`src/rtl/fixed_mult_pipe_pkg.sv`:
```
// Shared types and constants for the pipelined fixed-point multiplier.
package fixed_pkg;

    localparam int DEF_WIDTH = 32;
    localparam int DEF_FRAC  = 16;

    // Q16.16 word used by the AM receiver datapath
    typedef logic signed [31:0] q16_16_t;

    // Largest positive two's complement value of w bits, as a raw pattern
    function automatic logic [63:0] sat_max(input int w);
        sat_max = (64'd1 << (w - 1)) - 64'd1;
    endfunction

    // Most negative two's complement value of w bits, as a raw w-bit pattern
    function automatic logic [63:0] sat_min(input int w);
        sat_min = 64'd1 << (w - 1);
    endfunction

endpackage

```
`src/rtl/fixed_mult_pipe_if.sv`:
```
// Operand/result handshake bundle between the mixer/NCO stage, the multiplier
// and the low-pass filter.
interface fixed_mult_pipe_if
    import fixed_pkg::*;
#(
    parameter int WIDTH = DEF_WIDTH
);
    logic             in_valid;
    logic             in_ready;
    logic [WIDTH-1:0] a;
    logic [WIDTH-1:0] b;
    logic             out_valid;
    logic             out_ready;
    logic [WIDTH-1:0] y;
    logic             ovf;

    // Upstream/downstream side: supplies operands, consumes results
    modport master (
        output in_valid, a, b, out_ready,
        input  in_ready, out_valid, y, ovf
    );

    // Multiplier side
    modport slave (
        input  in_valid, a, b, out_ready,
        output in_ready, out_valid, y, ovf
    );
endinterface

```
`src/rtl/fixed_mult_pipe_round_sat.sv`:
```
// Combinational rescale of a full-width signed product back to the Q format:
// optional round half toward +inf, arithmetic shift, overflow detect and
// optional saturation.
module fixed_round_sat
    import fixed_pkg::*;
#(
    parameter int WIDTH = DEF_WIDTH,
    parameter int FRAC  = DEF_FRAC,
    parameter bit ROUND = 1'b1,
    parameter bit SAT   = 1'b1
) (
    input  logic signed [2*WIDTH-1:0] p,
    output logic        [WIDTH-1:0]   y,
    output logic                      ovf
);
    // One guard bit above the product so the rounding add cannot wrap
    localparam int PG = 2*WIDTH + 1;
    localparam logic [PG-1:0]    RND  = ROUND ? (PG'(1) << (FRAC - 1)) : '0;
    localparam logic [WIDTH-1:0] YMAX = WIDTH'(sat_max(WIDTH));
    localparam logic [WIDTH-1:0] YMIN = WIDTH'(sat_min(WIDTH));

    logic signed [PG-1:0] pg;
    logic signed [PG-1:0] r;
    logic                 in_range;

    // Round, rescale, then range-check: r fits iff all bits from WIDTH-1 up agree
    always_comb begin
        pg       = {p[2*WIDTH-1], p} + RND;
        r        = pg >>> FRAC;
        in_range = (&r[PG-1:WIDTH-1]) | ~(|r[PG-1:WIDTH-1]);
        ovf      = ~in_range;
        y        = r[WIDTH-1:0];
        if (ovf && SAT)
            y = r[PG-1] ? YMIN : YMAX;
    end
endmodule

```
`src/rtl/fixed_mult_pipe.sv`:
```
// Pipelined signed fixed-point multiplier with valid/ready handshake.
// S1 registers operands, middle stage(s) carry the full product, the last
// stage registers the rounded/saturated result. A stalled output freezes the
// whole pipe.
module fixed_mult_pipe
    import fixed_pkg::*;
#(
    parameter int WIDTH  = DEF_WIDTH,
    parameter int FRAC   = DEF_FRAC,
    parameter int STAGES = 3,
    parameter bit ROUND  = 1'b1,
    parameter bit SAT    = 1'b1
) (
    input  logic             clk,
    input  logic             rst,
    fixed_mult_pipe_if.slave bus,
    input  logic             clr,
    output logic             ovf_sticky
);
    localparam int PW = 2*WIDTH;

    logic                    stall;
    logic                    in_fire;
    logic [STAGES:1]         vld_pipe;
    logic signed [WIDTH-1:0] a_r;
    logic signed [WIDTH-1:0] b_r;
    logic signed [PW-1:0]    p_last;
    logic [WIDTH-1:0]        y_rs;
    logic                    ovf_rs;
    logic [WIDTH-1:0]        y_r;
    logic                    ovf_r;

    assign stall         = vld_pipe[STAGES] & ~bus.out_ready;
    assign in_fire       = bus.in_valid & ~stall;
    assign bus.in_ready  = ~stall;
    assign bus.out_valid = vld_pipe[STAGES];
    assign bus.y         = y_r;
    assign bus.ovf       = ovf_r;

    // Valid bits shift with the data and freeze on stall
    always_ff @(posedge clk or posedge rst) begin
        if (rst)        vld_pipe <= '0;
        else if (!stall) vld_pipe <= {vld_pipe[STAGES-1:1], in_fire};
    end

    // S1: operand capture
    always_ff @(posedge clk or posedge rst) begin
        if (rst) begin
            a_r <= '0;
            b_r <= '0;
        end else if (!stall) begin
            a_r <= bus.a;
            b_r <= bus.b;
        end
    end

    generate
        if (STAGES == 2) begin : g_s2
            // No middle register: product feeds the output stage directly
            assign p_last = PW'(a_r) * PW'(b_r);
        end else if (STAGES == 3) begin : g_s3
            logic signed [PW-1:0] p_r;
            // S2: full product
            always_ff @(posedge clk or posedge rst) begin
                if (rst)         p_r <= '0;
                else if (!stall) p_r <= PW'(a_r) * PW'(b_r);
            end
            assign p_last = p_r;
        end else begin : g_s4
            localparam int H = WIDTH / 2;
            logic [PW-1:0]        pp_hi;
            logic [PW-1:0]        pp_lo;
            logic signed [PW-1:0] p_r;
            // S2: two partial products, b split into signed high and unsigned low half
            always_ff @(posedge clk or posedge rst) begin
                if (rst) begin
                    pp_hi <= '0;
                    pp_lo <= '0;
                end else if (!stall) begin
                    pp_hi <= PW'(a_r) * PW'($signed(b_r[WIDTH-1:H]));
                    pp_lo <= PW'(a_r) * PW'({1'b0, b_r[H-1:0]});
                end
            end
            // S3: recombine partials into the full product (mod 2^PW is exact)
            always_ff @(posedge clk or posedge rst) begin
                if (rst)         p_r <= '0;
                else if (!stall) p_r <= (pp_hi << H) + pp_lo;
            end
            assign p_last = p_r;
        end
    endgenerate

    fixed_round_sat #(
        .WIDTH (WIDTH),
        .FRAC  (FRAC),
        .ROUND (ROUND),
        .SAT   (SAT)
    ) u_round_sat (
        .p   (p_last),
        .y   (y_rs),
        .ovf (ovf_rs)
    );

    // Output stage loads only real items so y/ovf hold across bubbles
    always_ff @(posedge clk or posedge rst) begin
        if (rst) begin
            y_r   <= '0;
            ovf_r <= 1'b0;
        end else if (!stall && vld_pipe[STAGES-1]) begin
            y_r   <= y_rs;
            ovf_r <= ovf_rs;
        end
    end

    // Sticky overflow: set on an accepted overflowing result, clr has priority
    always_ff @(posedge clk or posedge rst) begin
        if (rst)                                           ovf_sticky <= 1'b0;
        else if (clr)                                      ovf_sticky <= 1'b0;
        else if (vld_pipe[STAGES] && bus.out_ready && ovf_r) ovf_sticky <= 1'b1;
    end
endmodule

```
`src/flat_wrapper.sv`:
```
// flat-port wrapper written by rule: the top's interface ports become plain ports
module fixed_mult_pipe_flat import fixed_pkg::*;
#(
    parameter int WIDTH  = DEF_WIDTH,
    parameter int FRAC   = DEF_FRAC,
    parameter int STAGES = 3,
    parameter bit ROUND  = 1'b1,
    parameter bit SAT    = 1'b1
)
  (clk, rst, clr, ovf_sticky, bus_in_valid, bus_a, bus_b, bus_out_ready, bus_in_ready, bus_out_valid, bus_y, bus_ovf);
  fixed_mult_pipe_if #(.WIDTH(WIDTH)) bus_i ();
  input  logic clk;
  input  logic rst;
  input  logic clr;
  output logic ovf_sticky;
  input wire logic [$bits(bus_i.in_valid)-1:0] bus_in_valid;
  input wire logic [$bits(bus_i.a)-1:0] bus_a;
  input wire logic [$bits(bus_i.b)-1:0] bus_b;
  input wire logic [$bits(bus_i.out_ready)-1:0] bus_out_ready;
  output wire logic [$bits(bus_i.in_ready)-1:0] bus_in_ready;
  output wire logic [$bits(bus_i.out_valid)-1:0] bus_out_valid;
  output wire logic [$bits(bus_i.y)-1:0] bus_y;
  output wire logic [$bits(bus_i.ovf)-1:0] bus_ovf;
  assign bus_i.in_valid = bus_in_valid;
  assign bus_i.a = bus_a;
  assign bus_i.b = bus_b;
  assign bus_i.out_ready = bus_out_ready;
  assign bus_in_ready = bus_i.in_ready;
  assign bus_out_valid = bus_i.out_valid;
  assign bus_y = bus_i.y;
  assign bus_ovf = bus_i.ovf;
  fixed_mult_pipe #(.WIDTH(WIDTH), .FRAC(FRAC), .STAGES(STAGES), .ROUND(ROUND), .SAT(SAT)) u_core (.clk(clk), .rst(rst), .bus(bus_i), .clr(clr), .ovf_sticky(ovf_sticky));
endmodule
```
`config.mk`:
```
export PLATFORM = sky130hd
export DESIGN_NAME = fixed_mult_pipe_flat
export DESIGN_NICKNAME = d
export VERILOG_FILES = /design/src/rtl/fixed_mult_pipe_pkg.sv /design/src/rtl/fixed_mult_pipe_if.sv /design/src/rtl/fixed_mult_pipe_round_sat.sv /design/src/rtl/fixed_mult_pipe.sv /design/src/flat_wrapper.sv
export SDC_FILE = /design/constraint.sdc
export NUM_CORES = 2
export LEC_CHECK = 0
export BUFFER_PORTS_ARGS = -buffer_cell sky130_fd_sc_hd__clkbuf_2
export CELL_PAD_IN_SITES_DETAIL_PLACEMENT = 1
export CELL_PAD_IN_SITES_GLOBAL_PLACEMENT = 1
export CORE_AREA = 2 2 331 333
export DETAILED_ROUTE_END_ITERATION = 8
export DIE_AREA = 0 0 333 335
export PLACE_DENSITY_LB_ADDON = 0.25
export SLEW_MARGIN = 20
export SYNTH_ARGS = -nofsm -noshare
export SYNTH_HDL_FRONTEND = slang
export SYNTH_SLANG_ARGS = --single-unit
```
`constraint.sdc`:
```
create_clock -name clk -period 8.22 [get_ports clk]
set_input_delay 1.233 -clock clk [delete_from_list [all_inputs] [get_ports clk]]
set_output_delay 1.233 -clock clk [all_outputs]
set_load 0.01 [all_outputs]
```
==> metrics.log <==
[metrics] top-level I/O count: 105
[metrics] final number of hold-violating endpoints: 0
[metrics] first-pass GRT wire length: 203800 microns
[metrics] vias post-DR: 30390
[metrics] r2r setup slk: 350 ps
[metrics] maximum level of the CTS H-tree: 4
[metrics] buffers plus inverters on the worst setup path: 4
[metrics] Initial Utilization: 0.3976
[metrics] critical path start-end classification: register to register
[metrics] largest area contributor in the netlist: sky130_fd_sc_hd__fa_1
[metrics] Max Transition Viols Final: 0
[metrics] CP cell instances: buf_4 -> nand2_1 -> fa_1 -> fa_1 -> inv_1 -> fa_1 -> fa_1 -> fa_1 -> fa_1 -> fa_1 -> inv_1 -> fa_1 -> inv_1 -> ha_1 -> nand2_1 -> nor3_1 -> and3_1 -> nand3_1 -> o211ai_4 -> o21ai_1 -> o311a_1 -> o31ai_1
[metrics] pin slew with the least headroom to its limit: 922.4 ps
[metrics] HPWL after detailed placement: 106000 microns
[metrics] vias per inst: 5.031
[metrics] Worst path most repeated cell: sky130_fd_sc_hd__fa_1
[metrics] number of placement rows: 121
[metrics] critical-path maximum fanout: 14
[metrics] ranking of synthesized cells by area: sky130_fd_sc_hd__fa_1, sky130_fd_sc_hd__dfrtp_1, sky130_fd_sc_hd__inv_1
[metrics] final core utilization: 0.4285
[metrics] count of clock tree sinks: 150
[metrics] register bit count reported by yosys: 150
[metrics] worst setup skew after layout: 32.71 ps
[metrics] insertion delay to the later sink of the worst-skew pair: 540 ps
[metrics] Synthesized Nets: 5923
[metrics] via count of the first global-routing pass: 36140
[metrics] most instantiated flip-flop cell in the synthesis netlist: sky130_fd_sc_hd__dfrtp_1
[metrics] sum of routed wire length over all layers: 125400 microns
[metrics] area inside the core boundary: 0.1081 sq mm
[metrics] crit path capture: u_core.g_s3.p_r[62]$_DFFE_PP0N_
[metrics] clock tree buffer depth: 2
[metrics] count of cells along the worst register-to-register path: 22
[metrics] post-route antenna net violation count: 0
[metrics] Placer Congestion: 0.8420
[metrics] count of hold buffers inserted by post-cts repair: 0
[metrics] Root Driver: sky130_fd_sc_hd__clkbuf_16
[metrics] clock slew at the register clock pins of the worst setup and hold paths: 80 ps
[metrics] CTS tree: built
[metrics] fmax: 0.1270 GHz
[metrics] largest net degree at the start of global routing: 75
[metrics] asr flop ratio synth: 1.000
[metrics] Post-Syn Instances: 4592
[metrics] total DRC errors in the routed layout: 0
[metrics] number of enable-type register cells in the synthesized netlist: 0
[metrics] class of the most critical hold timing path: register to register
[metrics] WP data arrival: 8300 ps
[metrics] netlist area before placement: 0.04298 sq mm
[metrics] Critical Path Source Type: register
[metrics] destination of the worst register-to-register timing path: u_core.g_s3.p_r[62]$_DFFE_PP0N_
[metrics] count of input and output buffers: 104
[metrics] Critical R2R Launch: u_core.a_r[26]$_DFFE_PP0N_
[metrics] min cycle time layout: 7875 ps
[metrics] post-synthesis sequential area ratio: 0.08734
[metrics] Tcrit/Tclk final: 0.9580
[metrics] total CTS buffers: 17
[metrics] overall global routing resource usage: 0.2376
[metrics] number of distinct standard cells referenced by the synthesized netlist: 78
[metrics] max-cap violations: 0
[metrics] RSZ-0062 raised after global routing: false
[metrics] fraction of synthesized cell area taken by the top area cell type: 0.5035
[metrics] startpoint of the most critical setup path: u_core.a_r[26]$_DFFE_PP0N_
[metrics] setup violation total in the final timing report: 0
[metrics] share of final-layout standard cells stronger than drive strength 1: 0.08542
[metrics] worst slew margin relative to its limit: 0.3851
[metrics] CP delay by family, top: adder cells
[metrics] Final nets: 5942
[metrics] antenna violations before repair: 0
[metrics] most numerous cell in the Yosys netlist: sky130_fd_sc_hd__fa_1
[metrics] routed wirelength normalized by instance count: 20.76 microns
[metrics] post-synthesis average cell area: 9.359 sq um
[metrics] top cells by count, synth: sky130_fd_sc_hd__fa_1, sky130_fd_sc_hd__inv_1, sky130_fd_sc_hd__nand2_1, sky130_fd_sc_hd__and2_1, sky130_fd_sc_hd__clkbuf_1
[metrics] Die H: 335 microns
[metrics] logic depth of the worst path, buffers included: 22
[metrics] Detailed Routing Iterations Pass 1: 5
[metrics] P&R area growth vs syn: 7.788%
[metrics] Die ar.: 0.1116 sq mm
[metrics] number of filler cells placed in the layout: 12560
[metrics] width of the chip: 333 microns
[metrics] data required time of the worst path: 8640 ps
[metrics] critical-path cell with the highest stage delay: sky130_fd_sc_hd__dfrtp_1
[metrics] type of destination of the critical path: register
[metrics] maximum single-stage delay on the critical path: 840 ps
[metrics] run status: completed
[metrics] Iteration-0 DRC Markers: 1116
[metrics] grt total ovfl: 0
[metrics] YS warnings: 0
## final cells by class
cell class	instances	area (sq um)	share of cell area
diodes	2	5.005	0.0001080
clock buffers	17	425.4	0.009183
multi-input cells	3206	34550	0.7459
repair buffers	261	1894	0.04089
flip-flops and latches	150	3799	0.08200
well taps	1414	1769	0.03819
clock inverters	15	205.2	0.004430
inverters	975	3674	0.07930
## worst register-to-register path: stages, from the launching register on
cell and delay (ps):
sky130_fd_sc_hd__dfrtp_1 840, sky130_fd_sc_hd__buf_4 290, sky130_fd_sc_hd__nand2_1 90, sky130_fd_sc_hd__fa_1 520
sky130_fd_sc_hd__fa_1 560, sky130_fd_sc_hd__inv_1 60, sky130_fd_sc_hd__fa_1 480, sky130_fd_sc_hd__fa_1 630
sky130_fd_sc_hd__fa_1 510, sky130_fd_sc_hd__fa_1 420, sky130_fd_sc_hd__fa_1 510, sky130_fd_sc_hd__inv_1 50
sky130_fd_sc_hd__fa_1 510, sky130_fd_sc_hd__inv_1 50, sky130_fd_sc_hd__ha_1 370, sky130_fd_sc_hd__nand2_1 110
sky130_fd_sc_hd__nor3_1 330, sky130_fd_sc_hd__and3_1 240, sky130_fd_sc_hd__nand3_1 120, sky130_fd_sc_hd__o211ai_4 300
sky130_fd_sc_hd__o21ai_1 180, sky130_fd_sc_hd__o311a_1 350, sky130_fd_sc_hd__o31ai_1 230
## layer usage
metal | vias up | share of wire | track usage
li1 | 13470 | - | -
met1 | 16370 | 0.39 | 0.2790
met2 | 371 | 0.55 | 0.4480
met3 | 179 | 0.019 | 0.01995
met4 | 0 | 0.036 | 0.09079
met5 | - | 0 | 0
## how the worst min path moves through the flow
stage	slack, ps	start	end	cells after the start
final	490	u_core.bus.y[31]$_DFFE_PP0P_	u_core.bus.y[31]$_DFFE_PP0P_	2
after global routing	520	u_core.vld_pipe[1]$_DFFE_PP0N_	u_core.vld_pipe[1]$_DFFE_PP0N_	2
after CTS	490	u_core.vld_pipe[1]$_DFFE_PP0N_	u_core.vld_pipe[1]$_DFFE_PP0N_	2
after detailed placement	460	u_core.vld_pipe[1]$_DFFE_PP0N_	u_core.vld_pipe[1]$_DFFE_PP0N_	2
after global placement	460	u_core.vld_pipe[1]$_DFFE_PP0N_	u_core.vld_pipe[1]$_DFFE_PP0N_	2
after floorplan	440	u_core.vld_pipe[1]$_DFFE_PP0N_	u_core.vld_pipe[1]$_DFFE_PP0N_	2
## sequential cells by signal, indices dropped and copies added, names as in the netlist
register and cells:
u_core.a_r 32, u_core.b_r 32, u_core.bus.ovf 1, u_core.bus.y 32
u_core.g_s3.p_r 49, u_core.ovf_sticky 1, u_core.vld_pipe 3
## metrics by stage
step                cells  hold slack (ps)  TNS (ps)  area (sq um)  worst slack, ps
detailed placement   6003            460.9    -16.45         45570           -16.45
CTS                  6035            490.1         0         46200            40.77
global route         6038            520.9         0         46320            4.349
floorplan            4592            438.6         0         42980            640.1
finish               6040            494.9         0         46320            345.0
global placement     6003            460.8         0         45570            160.6
## repair_timing
item	4_1_cts	5_1_grt
resized for setup	1	40
setup endpoints to repair	1	25
pin swaps	0	0
setup buffers	0	2
## layout by cell type (no fill, tap or decap), drive strengths merged, types with 30 or more instances in the layout
cell	count
xor2	40
and2	520
ha	181
a21o	30
a311oi	31
xnor2	48
nand2	746
fa	1081
buf	157
dfrtp	150
nor2	137
nand3	44
inv	980
o21ai	42
a21oi	95
clkbuf	121
## logic make-up (layout without fill, tap and decap cells)
family                     Yosys count  after routing  share of synthesized area
xor gates and xnor gates            88             88                    0.01793
DFF                                150            150                    0.08734
muxes                                3              3                  0.0007278
other                                0              2                          0
AOI/OAI and AO/OA                  296            296                    0.05089
adders and majority gates         1262           1262                     0.5562
and+or+nand+nor                   1557           1557                     0.1774
buffers and inverters             1236           1268                     0.1095
Power is left out: the tool's default activity adds up to more than one toggle a clock period on the data nets, which glitch-free logic cannot reach.
